<file path="src/rtl/mux_n_pipe.sv">
// N-way registered multiplexer with a 2-entry head/skid output buffer.
// The selected input is captured on accept; out-of-range selects clamp to the last input.
module mux_n_pipe #(
  parameter int unsigned WIDTH  = 32,
  parameter int unsigned NUM_IN = 4,
  localparam int unsigned SEL_W = (NUM_IN < 2) ? 1 : $clog2(NUM_IN)
) (
  input  logic                    clk,
  input  logic                    reset,
  input  logic [NUM_IN*WIDTH-1:0] inputs,
  input  logic [SEL_W-1:0]        select,
  input  logic                    in_valid,
  output logic                    in_ready,
  input  logic                    flush,
  output logic [WIDTH-1:0]        result,
  output logic                    out_valid,
  input  logic                    out_ready,
  output logic                    sel_err,
  output logic [1:0]              occ
);

  localparam logic [SEL_W:0]   NumInW   = (SEL_W+1)'(NUM_IN);
  localparam logic [SEL_W-1:0] LastSel  = SEL_W'(NUM_IN - 1);

  typedef enum logic [1:0] {StEmpty, StOne, StFull} state_e;

  state_e             state_q;
  logic [WIDTH-1:0]   head_data_q;
  logic               head_err_q;
  logic [WIDTH-1:0]   skid_data_q;
  logic               skid_err_q;

  logic               cap_err;
  logic [SEL_W-1:0]   cap_sel;
  logic [WIDTH-1:0]   cap_data;
  logic               accept;
  logic               pop;

  // Clamp the select before muxing so NUM_IN that is not a power of two stays safe.
  always_comb begin
    cap_err  = ({1'b0, select} >= NumInW);
    cap_sel  = cap_err ? LastSel : select;
    cap_data = '0;
    for (int k = 0; k < NUM_IN; k++) begin
      if (cap_sel == SEL_W'(k)) begin
        cap_data = inputs[k*WIDTH +: WIDTH];
      end
    end
  end

  // Handshake status comes only from registered state, so in_ready never sees out_ready.
  always_comb begin
    in_ready  = (state_q != StFull);
    out_valid = (state_q != StEmpty);
    unique case (state_q)
      StEmpty: occ = 2'd0;
      StOne:   occ = 2'd1;
      StFull:  occ = 2'd2;
      default: occ = 2'd0;
    endcase
    result  = head_data_q;
    sel_err = head_err_q;
  end

  assign accept = in_valid && in_ready;
  assign pop    = out_valid && out_ready;

  always_ff @(posedge clk or negedge reset) begin
    if (!reset) begin
      state_q     <= StEmpty;
      head_data_q <= '0;
      head_err_q  <= 1'b0;
      skid_data_q <= '0;
      skid_err_q  <= 1'b0;
    end else if (flush) begin
      state_q <= StEmpty;
    end else begin
      unique case (state_q)
        StEmpty: begin
          if (accept) begin
            head_data_q <= cap_data;
            head_err_q  <= cap_err;
            state_q     <= StOne;
          end
        end
        StOne: begin
          if (accept && pop) begin
            head_data_q <= cap_data;
            head_err_q  <= cap_err;
          end else if (accept) begin
            skid_data_q <= cap_data;
            skid_err_q  <= cap_err;
            state_q     <= StFull;
          end else if (pop) begin
            state_q <= StEmpty;
          end
        end
        StFull: begin
          // in_ready is low here, so only a pop can move the buffer.
          if (pop) begin
            head_data_q <= skid_data_q;
            head_err_q  <= skid_err_q;
            state_q     <= StOne;
          end
        end
        default: state_q <= StEmpty;
      endcase
    end
  end

endmodule

</file>
<file path="config.mk">
export PLATFORM = sky130hd
export DESIGN_NAME = mux_n_pipe
export DESIGN_NICKNAME = d
export VERILOG_FILES = /design/src/rtl/mux_n_pipe.sv
export SDC_FILE = /design/constraint.sdc
export NUM_CORES = 1
export LEC_CHECK = 0
export CAP_MARGIN = 20
export CORE_ASPECT_RATIO = 0.9
export CORE_MARGIN = 4
export CORE_UTILIZATION = 40
export CTS_CLUSTER_SIZE = 14
export DETAILED_ROUTE_END_ITERATION = 10
export HOLD_SLACK_MARGIN = 0.03
export PLACE_DENSITY = 0.86
export SYNTH_ARGS = -nofsm -noshare
export SYNTH_HDL_FRONTEND = slang
export SYNTH_SLANG_ARGS = --single-unit
</file>
<file path="constraint.sdc">
create_clock -name clk -period 1.5 [get_ports clk]
set_input_delay 0.3 -clock clk [delete_from_list [all_inputs] [get_ports clk]]
set_output_delay 0.3 -clock clk [all_outputs]
set_load 0.1 [all_outputs]
</file>
==> qor.csv <==
stage,metric,value,unit
global_route,antenna_found_initial,0,
global_route,grt_use_total,20.5,%
setup_path,start_kind,flip-flop,
placement,place_ws,-0.373,ns
layout,antennaDiodeCount,0,
setup_path,crit_fanout,4,
synthesis,synth.avg_cell_area,9.71,µm²
detailed_routing,wirelength,14000,µm
synthesis,yosysWarnings,0,
layout,synthToLayoutAreaGrowth,74.7,%
min_path,min_path_type,flip-flop to flip-flop,
clock_tree,cts_root_buffer,clkbuf_16,
clock_tree,cts_sinks,66,
layout,multiInputGateArea,2690,µm²
synthesis,synth-seq-cells,66,
setup_path,critPathCaptureType,primary output,
setup_path,critPathKind,flip-flop to primary output,
layout,drive_gt1_share,35.6,%
setup_path,ff2ff_setup_slack,-0.08,ns
synthesis,synthSimpleGateAreaFrac,15.9,%
detailed_routing,vias,4085,
global_route,grt_pass1_wl,20300,µm
synthesis,post-synth-top-count-cell,dfrtp_1,
job,maxCapViolations,0,
detailed_routing,final_antenna_net_count,0,
clock_tree,cts_buffers,9,
setup_path,cpPeakStageDelay,0.44,ns
floorplan,core-area,10300,µm²
sta,fmax,626,MHz
clock_tree,ctsLongestPathBuffers,2,
synthesis,syn_area,4230,µm²
synthesis,yosys.area.top_type,dfrtp_1,
floorplan,start_util,41.1,%
floorplan,rows,35,
setup_path,cp-startpoint,state_q[1],
setup_path,path_cells,buf_6 -> or2_4 -> buf_12,
synthesis,synth_compound_area_share,13.5,%
floorplan,die_y,106,µm
synthesis,synth_xor_area_share,0,%
synthesis,syn_inst,435,
power,pwr-share-clk,21.1,%
layout,fill_cells,705,
sta,rsz0062_at_grt,true,
setup_path,worstPathArrival,1.30,ns
global_route,grt_start_max_net_pins,67,
run_status,status,"finished, violations left",
setup_path,crit_end,out_valid,
detailed_routing,dr.pass1.iters,4,
floorplan,ios,172,
placement,gp_congestion,0.855,
floorplan,die_w,116,µm
detailed_routing,viasPerCell,5.42,
sta,setup_viol,35,
detailed_routing,wl_per_cell,18.6,µm
synthesis,synth_commonest_cells,"66 x dfrtp_1, 65 x nor2_1, 50 x mux2_2",
clock_tree,cts_tree,yes,
power,combPwrFrac,49.2,%
setup_path,ff2ff_path_depth,5,
detailed_routing,drt-initial-drc-count,96,
layout,nets,755,
synthesis,synth.top_cell.area_share,39.1,%
synthesis,netlist_top_cells_area,"dfrtp_1 39%, mux2_2 13%, mux2i_1 8.8%, nor2_1 5.8%, a211oi_1 5.0%",
layout,fin_util,71.7,%
synthesis,yosys.area_share.adder,0,%
power,intPower,5.35,mW
synthesis,synth_ff_type,dfrtp_1,
power,ir_worst_vdd,0.774,mV
synthesis,async_flop_share,100,%
power,p_sw_share,41.1,%
synthesis,synth_mux_area_share,26.1,%
layout,regArea,1650,µm²
clock_tree,clk_latency,0.32,ns
synthesis,synth_cell_types,29,
power,switching_power,3.73,mW
sta,fin_crit,1.60,ns
detailed_routing,drc,0,
setup_path,crit_required,1.20,ns
floorplan,die_area,12300,µm²
synthesis,synth_top_family_by_area,multiplexers,
sta,period_share,106,%
sta,timing.hold.ws,0.497,ns
clock_tree,clkTransAtPathRegs,0.06,ns
power,seq_power_share,29.7,%
global_route,grt_pass1_vias,4230,
run_status,violations,negative setup slack,
setup_path,slowest_stage,dfrtp_2,
sta,drv_slew,0,
setup_path,timing.rr.start,state_q[1],
sta,layout_setup_ws,-0.0969,ns
placement,dp_hpwl,9690,µm
sta,hold_viol_final,0,
power,power.density,1230,nW/µm²
global_route,grt-ovfl-total,0,
clock_tree,htreeDepth,3,
synthesis,ys_seq_area_share,39.1,%
synthesis,synth_edf_count,0,
synthesis,synth_nets,570,
setup_path,r2r-end,result[10],
placement,portBuffers,170,
power,static-leakage-power,3.16,nW
sta,fin_skew,0.00909,ns
-- layer usage --
layer  routed length (µm)  global-route usage [%]  share of wire, %
met1                 5400                    24.0                39
met2                 7430                    37.1                53
met3                  999                    4.88               7.1
met4                  197                    5.55               1.4
met5                    0                       0                 0
-- per-stage QoR --
step / area, µm² / instances / total power [mW] / TNS [ns]
2_1_floorplan: 4370 / 435 / 5.09 / -5.75
3_3_place_gp: 6610 / 723 / 6.79 / -13.68
3_5_place_dp: 6610 / 723 / 6.91 / -16.19
4_1_cts: 6950 / 742 / 8.85 / -1.95
5_1_grt: 7380 / 753 / 9.41 / -4.34
6_report: 7380 / 753 / 9.08 / -1.79
-- timing repair --
action                                 CTS  global route
hold buffers                             1             0
gates cloned                             0             7
setup buffers                            4             4
endpoints found under the hold margin   64             0
setup endpoints to repair               34            57
pin swaps                                0            15
gates resized for setup                  9            68
-- power groups by stage --
stage          Combinational [mW]  Sequential (mW)  Clock, mW
3_3_place_gp                 4.18             2.62          0
5_1_grt                      4.65             2.74       2.01
3_5_place_dp                 4.27             2.64          0
2_1_floorplan               0.983             4.10          0
6_report                     4.47             2.70       1.92
4_1_cts                      4.29             2.62       1.94
-- final cells by class --
cell class                 instances  share of cell area [%]
multi-input combinational        331                    36.4
timing repair buffer             211                    35.2
sequential                        66                    22.4
clock buffer                      12                    3.47
tap                              129                    2.19
clock inverter                     3                   0.203
inverter                           1                   0.119
-- placed cells by master, fill, tap and decap left out, types with 3 or more instances in the layout --
cell type	instances
nand2_1	11
buf_12	47
buf_4	19
nor3b_1	7
a21oi_1	29
nand2_2	9
a221oi_1	4
a211oi_1	27
clkbuf_16	13
mux2_2	50
mux2_1	7
nand2_4	13
o21ai_1	15
o21ai_2	16
clkdlybuf4s50_1	131
nor2_1	64
nor3b_2	19
dfrtp_1	65
buf_6	6
clkinv_2	3
mux2_4	7
mux2i_1	37
-- kinds of logic after synthesis --
family / count (synthesis)
and+or+nand+nor: 133
DFF: 66
muxes: 101
buffers and inverters: 39
AOI/OAI and AO/OA: 95
other: 1
-- critical path: cells and delay by family (launching register included) --
family	cells	cell delay [ns]
buffers and inverters	2	0.30
DFF	1	0.44
and+or+nand+nor	1	0.23
-- how the worst min path moves through the flow --
stage	startpoint	endpoint	slack, ns	cells past startpoint
2_1_floorplan	reset	result[0]	0.004	0
3_3_place_gp	reset	skid_data_q[13]	0.35	2
3_5_place_dp	reset	result[14]	0.36	2
4_1_cts	skid_data_q[30]	skid_data_q[30]	0.49	2
5_1_grt	skid_data_q[27]	skid_data_q[27]	0.51	2
6_report	skid_data_q[8]	skid_data_q[8]	0.50	2
-- sequential cells by signal, indices dropped and copies added, names as in the netlist --
signal and flops:
skid_data_q 32, state_q 2, result 32
Note: power is estimated with default switching activity, not from simulation.
